**src/rtl/spi_slave_light.sv**
```systemverilog
// SPI mode-0 responder for the traffic-light node: 6-bit frames {cmd, addr[1:0], data[2:0]}
// write or read one of four 3-bit registers; register 0 drives the lamps.
module spi_slave_light #(
  parameter int         SYNC_STAGES = 2,
  parameter logic [2:0] REG0_RST    = 3'b100
) (
  input  logic       clk,
  input  logic       n_rst,
  input  logic       spi_sclk,
  input  logic       spi_mosi,
  output logic       spi_miso,
  input  logic       spi_ss_n,
  output logic [2:0] light,
  output logic [2:0] reg1_q,
  output logic [2:0] reg2_q,
  output logic [2:0] reg3_q,
  output logic       wr_valid,
  output logic       rd_valid,
  output logic       frame_err
);

  typedef enum logic [1:0] {
    ST_IDLE  = 2'd0,
    ST_SHIFT = 2'd1,
    ST_DONE  = 2'd2
  } state_t;

  state_t                 state_r, state_next_s;
  logic [SYNC_STAGES-1:0] sclk_sync_r, mosi_sync_r, ss_sync_r;
  logic                   sclk_d_r, ss_d_r;
  logic                   sclk_rise_s, sclk_fall_s, ss_fall_s, ss_rise_s, mosi_s;
  logic [2:0]             cnt_r;
  logic [4:0]             shift_r;
  logic [2:0]             rd_shift_r;
  logic                   is_rd_r;
  logic [2:0]             regs_r [4];
  logic                   miso_r, wr_valid_r, rd_valid_r, frame_err_r;
  logic                   clear_s, shift_en_s, last_bit_s, abort_s, miso_load_s, miso_fall_s;

  // Synchronizers plus one delay flop on sclk / ss_n for edge detection.
  always_ff @(posedge clk) begin
    if (!n_rst) begin
      sclk_sync_r <= {SYNC_STAGES{1'b0}};
      mosi_sync_r <= {SYNC_STAGES{1'b0}};
      ss_sync_r   <= {SYNC_STAGES{1'b1}};
      sclk_d_r    <= 1'b0;
      ss_d_r      <= 1'b1;
    end else begin
      sclk_sync_r <= {sclk_sync_r[SYNC_STAGES-2:0], spi_sclk};
      mosi_sync_r <= {mosi_sync_r[SYNC_STAGES-2:0], spi_mosi};
      ss_sync_r   <= {ss_sync_r[SYNC_STAGES-2:0], spi_ss_n};
      sclk_d_r    <= sclk_sync_r[SYNC_STAGES-1];
      ss_d_r      <= ss_sync_r[SYNC_STAGES-1];
    end
  end

  assign sclk_rise_s = sclk_sync_r[SYNC_STAGES-1] & ~sclk_d_r;
  assign sclk_fall_s = ~sclk_sync_r[SYNC_STAGES-1] & sclk_d_r;
  assign ss_fall_s   = ~ss_sync_r[SYNC_STAGES-1] & ss_d_r;
  assign ss_rise_s   = ss_sync_r[SYNC_STAGES-1] & ~ss_d_r;
  assign mosi_s      = mosi_sync_r[SYNC_STAGES-1];

  always_ff @(posedge clk) begin
    if (!n_rst) begin
      state_r <= ST_IDLE;
    end else begin
      state_r <= state_next_s;
    end
  end

  // A 6th bit coinciding with ss_n rising still completes; skip DONE since ss_n is already high.
  always_comb begin
    state_next_s = state_r;
    case (state_r)
      ST_IDLE: begin
        if (ss_fall_s) state_next_s = ST_SHIFT;
        else           state_next_s = ST_IDLE;
      end
      ST_SHIFT: begin
        if (sclk_rise_s && (cnt_r == 3'd5)) state_next_s = ss_rise_s ? ST_IDLE : ST_DONE;
        else if (ss_rise_s)                 state_next_s = ST_IDLE;
        else                                state_next_s = ST_SHIFT;
      end
      ST_DONE: begin
        if (ss_rise_s) state_next_s = ST_IDLE;
        else           state_next_s = ST_DONE;
      end
      default: state_next_s = ST_IDLE;
    endcase
  end

  always_comb begin
    clear_s     = 1'b0;
    shift_en_s  = 1'b0;
    last_bit_s  = 1'b0;
    abort_s     = 1'b0;
    miso_load_s = 1'b0;
    miso_fall_s = 1'b0;
    case (state_r)
      ST_IDLE: clear_s = 1'b1;
      ST_SHIFT: begin
        shift_en_s  = sclk_rise_s;
        last_bit_s  = sclk_rise_s & (cnt_r == 3'd5);
        abort_s     = ss_rise_s & ~(sclk_rise_s & (cnt_r == 3'd5));
        miso_load_s = is_rd_r & (cnt_r == 3'd3);
        miso_fall_s = is_rd_r & sclk_fall_s & ((cnt_r == 3'd4) || (cnt_r == 3'd5));
      end
      ST_DONE: clear_s = 1'b0;
      default: clear_s = 1'b1;
    endcase
  end

  // Frame datapath, register file and registered outputs.
  always_ff @(posedge clk) begin
    if (!n_rst) begin
      cnt_r       <= 3'd0;
      shift_r     <= 5'd0;
      rd_shift_r  <= 3'd0;
      is_rd_r     <= 1'b0;
      miso_r      <= 1'b0;
      wr_valid_r  <= 1'b0;
      rd_valid_r  <= 1'b0;
      frame_err_r <= 1'b0;
      regs_r[0]   <= REG0_RST;
      regs_r[1]   <= 3'd0;
      regs_r[2]   <= 3'd0;
      regs_r[3]   <= 3'd0;
    end else begin
      wr_valid_r  <= 1'b0;
      rd_valid_r  <= 1'b0;
      frame_err_r <= 1'b0;
      if (clear_s) begin
        cnt_r      <= 3'd0;
        shift_r    <= 5'd0;
        rd_shift_r <= 3'd0;
        is_rd_r    <= 1'b0;
        miso_r     <= 1'b0;
      end else if (abort_s) begin
        frame_err_r <= 1'b1;
        miso_r      <= 1'b0;
      end else if (last_bit_s) begin
        cnt_r  <= cnt_r + 3'd1;
        miso_r <= 1'b0;
        if (shift_r[4]) begin
          regs_r[shift_r[3:2]] <= {shift_r[1:0], mosi_s};
          wr_valid_r           <= 1'b1;
        end else begin
          rd_valid_r <= 1'b1;
        end
      end else if (shift_en_s) begin
        shift_r <= {shift_r[3:0], mosi_s};
        cnt_r   <= cnt_r + 3'd1;
        if ((cnt_r == 3'd2) && !shift_r[1]) begin
          is_rd_r    <= 1'b1;
          rd_shift_r <= regs_r[{shift_r[0], mosi_s}];
        end
      end else if (miso_fall_s) begin
        rd_shift_r <= {rd_shift_r[1:0], 1'b0};
        miso_r     <= rd_shift_r[1];
      end else if (miso_load_s) begin
        miso_r <= rd_shift_r[2];
      end
    end
  end

  assign spi_miso  = miso_r;
  assign light     = regs_r[0];
  assign reg1_q    = regs_r[1];
  assign reg2_q    = regs_r[2];
  assign reg3_q    = regs_r[3];
  assign wr_valid  = wr_valid_r;
  assign rd_valid  = rd_valid_r;
  assign frame_err = frame_err_r;

endmodule

```
**config.mk**
```make
export PLATFORM = sky130hd
export DESIGN_NAME = spi_slave_light
export DESIGN_NICKNAME = d
export VERILOG_FILES = /design/src/rtl/spi_slave_light.sv
export SDC_FILE = /design/constraint.sdc
export NUM_CORES = 1
export LEC_CHECK = 0
export ABC_CLOCK_PERIOD_IN_PS = 2400
export BUFFER_PORTS_ARGS = -buffer_cell sky130_fd_sc_hd__buf_2
export CAP_MARGIN = 20
export CORE_MARGIN = 2
export CORE_UTILIZATION = 57
export CTS_CLUSTER_SIZE = 12
export DETAILED_ROUTE_END_ITERATION = 8
export PLACE_DENSITY = 0.78
export SKIP_LAST_GASP = 1
export SLEW_MARGIN = 20
export SYNTH_ARGS = -nofsm -noshare
export SYNTH_HDL_FRONTEND = slang
export SYNTH_SLANG_ARGS = --single-unit
```
**constraint.sdc**
```tcl
create_clock -name clk -period 2.4 [get_ports clk]
set_input_delay 0.24 -clock clk [delete_from_list [all_inputs] [get_ports clk]]
set_output_delay 0.24 -clock clk [all_outputs]
set_load 0.02 [all_outputs]
```
==> out/results.ini <==
[run_status]
outcome=complete, no violations

[synthesis]
ys_seq_area_frac=0.498
synthCells=162
synth_enable_flop_cells=12
synth-seq-cells=38
syn-cell-area_um2=1770
syn_area_per_cell_um2=10.9
yosysUniqueCellTypes=42
synth-async-reset-ratio=0
synthFlopType=dfxtp_1
yosysWarnings=0
syn_nets=176

[power]
powerDensity_nw_per_um2=569
p_leak_nw=0.751
ir_drop_mv=0.342

[job]
drv_cap=0

[clocking]
cts_resized=0
cts_setup_buffers=0
path_clk_slew_ns=0.11
hold_buffers=0
h-tree-depth=2
root_buffer=clkbuf_4
worstSkewPairLatency_ns=0.35
cts_made_buffers=5
clkSinkCount=38
clockBufferDepth=2
cts_tree=built

[sta]
hold_ws_ns=0.0686
fmax_mhz=453
slew_violations=0
setup_tns_ns=0
finalClockSkew_ns=0.00734
final-hold-violation-count=0
final.min_clock_period_ns=2.21
worst_slack_ns=0.193
worst_pin_slew_ns=0.557
rsz0062_at_grt=no
relSlewSlack=0.629
fin_crit_sh=0.919
setup_viol=0

[layout]
multi_input_area_um2=823
final_cell_mix=dfxtp_1 (26), buf_2 (20), and2_1 (16), edfxtp_1 (12), a21oi_1 (11)
regArea_um2=881
final_common_cell=dfxtp_1
drive_gt1_frac=0.223
areaGrowthSynthToFinish_pct=10.1
diodes=0
nFillCells=254
finalNetCount=197

[routing]
met1_length_um=1530
ant_nets=0
num_vias=1296
drtIter0Drc=59
routed_wl_um=3450
drc=0
wl_met2_um=1700
drt_pre_antenna_iters=4
top_layer_used=met4
wl_per_cell_um=15.9
met3WireLength_um=162
via_per_inst=5.97

[setup_path]
timing.rr.start=state_r[1]
worst-path-max-fanout=13
reg2reg_depth=5
cp-end-kind=register
crit_type=register to register
ff2ff_setup_slack_ns=0.19
rr_endpoint=regs_r[3][1]
critPathArrivalTime_ns=2.22
cp_data_required_time_ns=2.41
worst_setup_path_start_kind=register

[floorplan]
initial_core_util=0.589
num_rows=20
core_um2=3000
die-height_um=59.7
top_level_ports=21
dieWidth_um=59.7
die_area_um2=3560

[grt]
track_usage=0.220
grt_max_degree=16
antenna_found_initial=0
grt_pass1_vias=1286
grt_pass1_wl_um=5690
gr-total-overflow=0

[placed_design]
hpwl_um=2490
pre_cts_ws_ns=0.216
numPortBuffers=20
routabilityCongestion=0.815

[hold_path]
hp-class=input pin to register
whs_path_depth=2
worstHoldStart=spi_ss_n
min_to=ss_sync_r[0]

## cell usage after synthesis (2+ instances only)
cell,count,area (um2)
a211oi_1,3,22.5
a21oi_1,11,55.1
a311oi_1,2,17.5
and2_1,16,100
and3_1,2,12.5
and3b_1,2,17.5
buf_2,3,15.0
clkbuf_1,3,11.3
dfxtp_1,26,521
edfxtp_1,12,360
ha_1,9,113
inv_1,8,30.0
mux2i_1,3,30.0
mux4_2,3,67.6
nand2_1,5,18.8
nand2b_1,6,37.5
nand3_1,5,25.0
nand3b_1,2,15.0
nand4_1,2,12.5
nor2_1,6,22.5
nor3_1,3,15.0
nor3b_2,2,25.0
o21ai_0,7,35.0
or2b_1,3,22.5
## through the flow
stage	instances	total power, mW	util	instance area [um2]
after CTS	217	1.12	0.648	1950
after global placement	209	0.768	0.627	1880
final	217	1.11	0.648	1950
after floorplan	162	0.748	-	1770
after detailed placement	209	0.771	0.627	1880
after global routing	217	1.15	0.648	1950
## cells by family (layout without fill, tap and decap cells)
kind of cell	count (synthesis)	after routing	share of synthesized area
xor+xnor	1	1	0.00495
compound gates	30	30	0.108
mux	6	6	0.0552
fa+ha+maj	9	9	0.0637
buf+inv	15	37	0.0361
simple gates	63	63	0.234
flops	38	38	0.498
## routing by layer
layer  vias up  global-route usage
met2        40               0.359
met3         9              0.0476
met1       627               0.275
li1        620                   -
met5         -                   0
met4         0               0.108
## area by class of cell
class | instances | share of cell area
clock buffers | 6 | 0.0263
clock inverters | 2 | 0.00643
inverters | 8 | 0.0154
flip-flops and latches | 38 | 0.452
repair buffers | 21 | 0.0553
well taps | 33 | 0.0212
multi-input cells | 109 | 0.423
## how the worst max path moves through the flow
stage	start	end	slack [ns]	cells past startpoint
floorplan	state_r[0]	regs_r[1][0]	0.37	6
global placement	state_r[1]	regs_r[1][1]	0.32	6
detailed placement	state_r[1]	regs_r[1][0]	0.22	6
CTS	state_r[1]	regs_r[1][0]	0.19	6
global route	state_r[1]	regs_r[3][2]	0.06	5
finish	state_r[1]	regs_r[3][1]	0.19	5
## state kept, by name (all words and copies together) (netlist names), 2 cells and up
name         count
regs_r          12
shift_r          5
cnt_r            3
rd_shift_r       3
mosi_sync_r      2
sclk_sync_r      2
ss_sync_r        2
state_r          2
## critical path: stages (launching register included)
cell and delay, ns:
dfxtp_1 0.34, inv_1 0.08, ha_1 0.35, and3b_1 0.57, nand2_1 0.14, o21ai_0 0.39
## where the power goes
group / switching (mW) / internal, mW
sequential: 0.0136 / 0.678
clock: 0.211 / 0.141
combinational: 0.0381 / 0.0263
total: 0.263 / 0.845
No activity file was read; power rests on OpenSTA's default activity.
